--- src/rtl/ifetch_32.sv ---
// Instruction fetch stage: owns the PC, issues word-aligned reads to instruction memory and
// buffers in-order responses as {pc, instruction} for the decoder, with branch redirect/flush.
module ifetch_32 #(
  parameter int unsigned           REG_WIDTH  = 32,
  parameter logic [REG_WIDTH-1:0]  RESET_PC   = '0,
  parameter int unsigned           FIFO_DEPTH = 2
) (
  input  logic                 i_clk,
  input  logic                 i_rst,
  output logic                 o_imem_valid,
  output logic [REG_WIDTH-1:0] o_imem_addr,
  input  logic                 i_imem_ready,
  input  logic                 i_imem_rvalid,
  input  logic [REG_WIDTH-1:0] i_imem_rdata,
  input  logic                 i_redirect,
  input  logic [REG_WIDTH-1:0] i_redirect_pc,
  output logic                 o_valid,
  output logic [REG_WIDTH-1:0] o_instruction,
  output logic [REG_WIDTH-1:0] o_pc,
  input  logic                 i_ready
);

  localparam int unsigned CntW = $clog2(FIFO_DEPTH + 1);
  localparam int unsigned PtrW = (FIFO_DEPTH > 1) ? $clog2(FIFO_DEPTH) : 1;
  localparam logic [CntW:0]      CreditMax = (CntW + 1)'(FIFO_DEPTH);
  localparam logic [PtrW-1:0]    PtrLast   = PtrW'(FIFO_DEPTH - 1);
  localparam logic [REG_WIDTH-1:0] PcStep  = REG_WIDTH'(4);
  localparam logic [REG_WIDTH-1:0] AlignMask = ~REG_WIDTH'(3);

  logic [REG_WIDTH-1:0] pc_q, pc_d;
  logic [REG_WIDTH-1:0] rsp_pc_q, rsp_pc_d;
  logic [CntW-1:0]      outstanding_q, outstanding_d;
  logic [CntW-1:0]      discard_q, discard_d;
  logic [CntW-1:0]      fifo_cnt_q, fifo_cnt_d;
  logic [PtrW-1:0]      wr_ptr_q, wr_ptr_d;
  logic [PtrW-1:0]      rd_ptr_q, rd_ptr_d;

  logic [REG_WIDTH-1:0] fifo_pc_q    [FIFO_DEPTH];
  logic [REG_WIDTH-1:0] fifo_instr_q [FIFO_DEPTH];

  logic                 credit_ok;
  logic                 imem_valid;
  logic                 accept;
  logic                 rsp_take;
  logic                 rsp_drop;
  logic                 push;
  logic                 out_valid;
  logic                 pop;
  logic [REG_WIDTH-1:0] target_pc;

  function automatic logic [PtrW-1:0] ptr_inc(input logic [PtrW-1:0] p);
    return (p == PtrLast) ? '0 : p + 1'b1;
  endfunction

  // Credit counts both in-flight requests and buffered entries, so a push can never overflow.
  assign credit_ok  = ({1'b0, outstanding_q} + {1'b0, fifo_cnt_q}) < CreditMax;
  assign imem_valid = !i_rst && !i_redirect && credit_ok;
  assign accept     = imem_valid && i_imem_ready;

  // A response with nothing outstanding is a stale beat from before reset; ignore it.
  assign rsp_take   = !i_rst && i_imem_rvalid && (outstanding_q != '0);
  assign rsp_drop   = rsp_take && ((discard_q != '0) || i_redirect);
  assign push       = rsp_take && !rsp_drop;

  assign out_valid  = !i_rst && !i_redirect && (fifo_cnt_q != '0);
  assign pop        = out_valid && i_ready;

  assign target_pc  = i_redirect_pc & AlignMask;

  always_comb begin
    pc_d          = pc_q;
    rsp_pc_d      = rsp_pc_q;
    outstanding_d = outstanding_q + CntW'(accept) - CntW'(rsp_take);
    discard_d     = discard_q;
    fifo_cnt_d    = fifo_cnt_q;
    wr_ptr_d      = wr_ptr_q;
    rd_ptr_d      = rd_ptr_q;

    if (i_redirect) begin
      pc_d       = target_pc;
      rsp_pc_d   = target_pc;
      // Every request still in flight after this cycle belongs to the wrong path.
      discard_d  = outstanding_q - CntW'(rsp_take);
      fifo_cnt_d = '0;
      wr_ptr_d   = '0;
      rd_ptr_d   = '0;
    end else begin
      if (accept) begin
        pc_d = pc_q + PcStep;
      end
      if (rsp_drop) begin
        discard_d = discard_q - 1'b1;
      end
      if (push) begin
        rsp_pc_d = rsp_pc_q + PcStep;
        wr_ptr_d = ptr_inc(wr_ptr_q);
      end
      if (pop) begin
        rd_ptr_d = ptr_inc(rd_ptr_q);
      end
      fifo_cnt_d = fifo_cnt_q + CntW'(push) - CntW'(pop);
    end
  end

  always_ff @(posedge i_clk) begin
    if (i_rst) begin
      pc_q          <= RESET_PC;
      rsp_pc_q      <= RESET_PC;
      outstanding_q <= '0;
      discard_q     <= '0;
      fifo_cnt_q    <= '0;
      wr_ptr_q      <= '0;
      rd_ptr_q      <= '0;
    end else begin
      pc_q          <= pc_d;
      rsp_pc_q      <= rsp_pc_d;
      outstanding_q <= outstanding_d;
      discard_q     <= discard_d;
      fifo_cnt_q    <= fifo_cnt_d;
      wr_ptr_q      <= wr_ptr_d;
      rd_ptr_q      <= rd_ptr_d;
    end
  end

  // Buffer storage needs no reset: fifo_cnt_q qualifies every read.
  always_ff @(posedge i_clk) begin
    if (push) begin
      fifo_pc_q[wr_ptr_q]    <= rsp_pc_q;
      fifo_instr_q[wr_ptr_q] <= i_imem_rdata;
    end
  end

  assign o_imem_valid  = imem_valid;
  assign o_imem_addr   = pc_q;
  assign o_valid       = out_valid;
  assign o_pc          = fifo_pc_q[rd_ptr_q];
  assign o_instruction = fifo_instr_q[rd_ptr_q];

`ifndef SYNTHESIS
  always_ff @(posedge i_clk) begin
    if (!i_rst && i_imem_rvalid) begin
      assert (outstanding_q != '0);
    end
  end
`endif

endmodule

--- config.mk ---
export PLATFORM = sky130hd
export DESIGN_NAME = ifetch_32
export DESIGN_NICKNAME = d
export VERILOG_FILES = /design/src/rtl/ifetch_32.sv
export SDC_FILE = /design/constraint.sdc
export NUM_CORES = 1
export LEC_CHECK = 0
export ABC_AREA = 1
export CORE_AREA = 5 5 139 141
export CTS_CLUSTER_DIAMETER = 200
export DETAILED_ROUTE_END_ITERATION = 10
export DIE_AREA = 0 0 144 146
export GPL_TIMING_DRIVEN = 0
export PLACE_DENSITY = 0.87
export SYNTH_ARGS = -nofsm -noshare
export SYNTH_HDL_FRONTEND = slang
export SYNTH_SLANG_ARGS = --single-unit
--- constraint.sdc ---
create_clock -name i_clk -period 6.32 [get_ports i_clk]
set_input_delay 0.948 -clock i_clk [delete_from_list [all_inputs] [get_ports i_clk]]
set_output_delay 0.948 -clock i_clk [all_outputs]
set_load 0.1 [all_outputs]
==> results.tsv <==
stage	metric	value	unit
outcome	status	finished clean	
clock_tree	clock_path_buffers	2	
routing	met1_length	9760	µm
clock_tree	cts_htree_levels	4	
floorplanning	core_area	17800	µm²
timing	setup_slack	2.06	ns
synth	synth-main-ff-cell	edfxtp_1	
synth	syn_inst	988	
final_layout	stdcell_area	11900	µm²
routing	postRouteWirelength	24400	µm
setup_path	worstPathRequired	5.37	ns
place	pre_cts_ws	2.09	ns
clock_tree	cts_resized	0	
routing	via_count	7720	
synth	synth-seq-area-share	0.547	
timing	worst_hold_slack	0.503	ns
routing	vias_per_cell	5.45	
timing	tightest_slew	1.03	ns
power	p_leak	0.00442	µW
synth	async_reset_ff_frac	0	
power	irDropWorstVdd	190	µV
setup_path	start_kind	input port	
clock_tree	path_clk_slew	0.08	ns
floorplanning	initial_utilization	0.523	
synth	yosys_warnings	0	
routing	drc	0	
routing	wl_per_cell	17.2	µm
place	numPortBuffers	161	
power	cellPowerDensity	236	nW/µm²
timing	period_share	0.673	
setup_path	path_cells	clkdlybuf4s50_1, nor2_4, inv_2, nor3_1, clkdlybuf4s50_1	
clock_tree	cts_tree	built	
final_layout	area_growth_syn_to_layout	27.6	%
floorplanning	dieArea	21000	µm²
synth	synth_area_leaders	edfxtp_1 (40%), dfxtp_1 (15%), nand2_1 (9.9%)	
floorplanning	io_pins	168	
timing	setup_violations	0	
routing	highest_layer	met4	
synth	synth_top_area_frac	0.399	
global_route	track_usage	0.230	
timing	clock_skew	0.0128	ns
clock_tree	root_buffer	clkbuf_16	
floorplanning	rows	49	
timing	rsz0062_at_grt	false	
global_route	grt_max_degree	32	
clock_tree	cts_setup_buffers	0	
synth	synth_edf_count	124	
setup_path	critPathSlowestCell	clkdlybuf4s50_1	
routing	route.met2.wl	11400	µm
setup_path	critPathKind	in2out	
synth	syn_area	9330	µm²
routing	antenna_left	0	
synth	synth_area_per_cell	9.44	µm²
place	place_inst	1385	
final_layout	fin_cells	1417	
final_layout	nets	1254	
setup_path	critPathCaptureType	output pin	
final_layout	drive_gt1_frac	0.145	
place	gp_congestion	0.964	
synth	yosys.area.top_type	edfxtp_1	
clock_tree	cts_buffers	17	
timing	slew_headroom	0.309	
place	dpl_cell_area	11300	µm²
synth	yosys_register_bits	193	
setup_path	path_max_fanout	9	
setup_path	crit_path_frequent_cell	clkdlybuf4s50_1	
routing	first_pass_iters	5	
place	hpwl	17700	µm
floorplanning	die_x	144	µm
timing	final_hold_viol_count	0	
global_route	grt_pass1_wl	38100	µm
global_route	grt_pass1_vias	7521	
final_layout	diodes	0	
global_route	antenna_found_initial	0	
timing	fmax	0.235	GHz
setup_path	cp_slowest_stage_delay	1.16	ns
synth	ys_types	39	
floorplanning	die_h	146	µm
timing	min_period	4.26	ns
clock_tree	cts_hold_buf	0	
clock_tree	cts_sinks	193	
global_route	grt_remaining_overflow	0	
job	max_cap_violations	0	
routing	dr.first_iter.drc_count	513	
clock_tree	clock_latency	0.44	ns
setup_path	critPathArrivalTime	3.31	ns
hold_path	hp-class	reg2reg	
timing	maxSlewViolCount	0	
routing	wl_met3	2550	µm
## path summary, 6_finish.rpt
path,endpoint,startpoint,slack [ns],depth (start not counted)
setup / recovery,o_imem_valid,i_redirect,2.06,5
setup reg to reg,fifo_pc_q[0][27],outstanding_q[1],3.95,9
hold / removal,discard_q[1],discard_q[1],0.50,2
hold reg to reg,discard_q[1],discard_q[1],0.50,2
## synth_stat cells, types with 3 or more instances
| cell type | number |
|---|---|
| buf_2 | 12 |
| xor2_1 | 11 |
| and2_1 | 3 |
| nand4_1 | 4 |
| inv_2 | 6 |
| buf_6 | 4 |
| nand2_2 | 5 |
| inv_1 | 94 |
| or2_2 | 3 |
| dfxtp_1 | 69 |
| buf_4 | 8 |
| nor2_4 | 13 |
| buf_1 | 3 |
| clkbuf_1 | 7 |
| nor2_1 | 81 |
| nand3b_1 | 7 |
| nor3_1 | 4 |
| o21ai_1 | 5 |
| nor2_2 | 8 |
| mux2_2 | 62 |
| o21ai_0 | 27 |
| a21oi_2 | 8 |
| o22ai_1 | 7 |
| nand2_1 | 245 |
| a21oi_1 | 61 |
| edfxtp_1 | 124 |
| ha_1 | 8 |
| nand3_1 | 83 |
## layout by cell type (no fill, tap or decap), drive strengths merged, types with 31 or more instances in the layout
cell	n
edfxtp	124
inv	108
nor2	102
nand2	253
a21oi	69
o21ai	32
nand3	85
clkdlybuf4s50	161
buf	31
mux2	62
dfxtp	69
## cells by family after synthesis
family | after synthesis | share of synthesized area
AOI/OAI and AO/OA | 113 | 0.0661
xor gates and xnor gates | 13 | 0.0122
adders and majority gates | 9 | 0.0129
buffers and inverters | 136 | 0.0633
DFF | 193 | 0.547
muxes | 62 | 0.0748
other | 1 | 0.000402
and+or+nand+nor | 461 | 0.223
## routing by layer
metal | track usage | vias up
li1 | - | 3660
met1 | 0.299 | 3616
met2 | 0.369 | 389
met3 | 0.0624 | 55
met4 | 0.0819 | 0
met5 | 0 | -
## worst max-delay path: cells and delay by family
kind / cells / cell delay (ns)
buffers and inverters: 3 / 1.89
AND/OR/NAND/NOR: 2 / 0.46
## power by group
| group | switching, µW | internal (µW) |
|---|---|---|
| Sequential | 44.9 | 1370 |
| Combinational | 263 | 119 |
| Clock | 496 | 518 |
## through the flow
step	total power, µW	utilization	TNS (ns)
floorplan	1690	-	0
global placement	1810	0.630	-29.88
detailed placement	1820	0.636	0
CTS	2820	0.667	0
global route	2900	0.667	0
finish	2810	0.667	0
## registers in the layout, indices dropped and copies added (netlist names), named ones only
name           cells
o_imem_addr       30
fifo_pc_q         60
fifo_cnt_q         2
fifo_instr_q      64
rd_ptr_q           1
rsp_pc_q          30
outstanding_q      2
wr_ptr_q           1
discard_q          2
## layout make-up
class	count	area (µm²)
clock inverters	14	125
multi-input cells	662	3660
flip-flops and latches	193	5100
clock buffers	18	429
fillers	1382	5940
inverters	102	388
repair buffers	165	1710
plain buffers	34	203
well taps	229	287
Power figures use the tool's default switching activity.
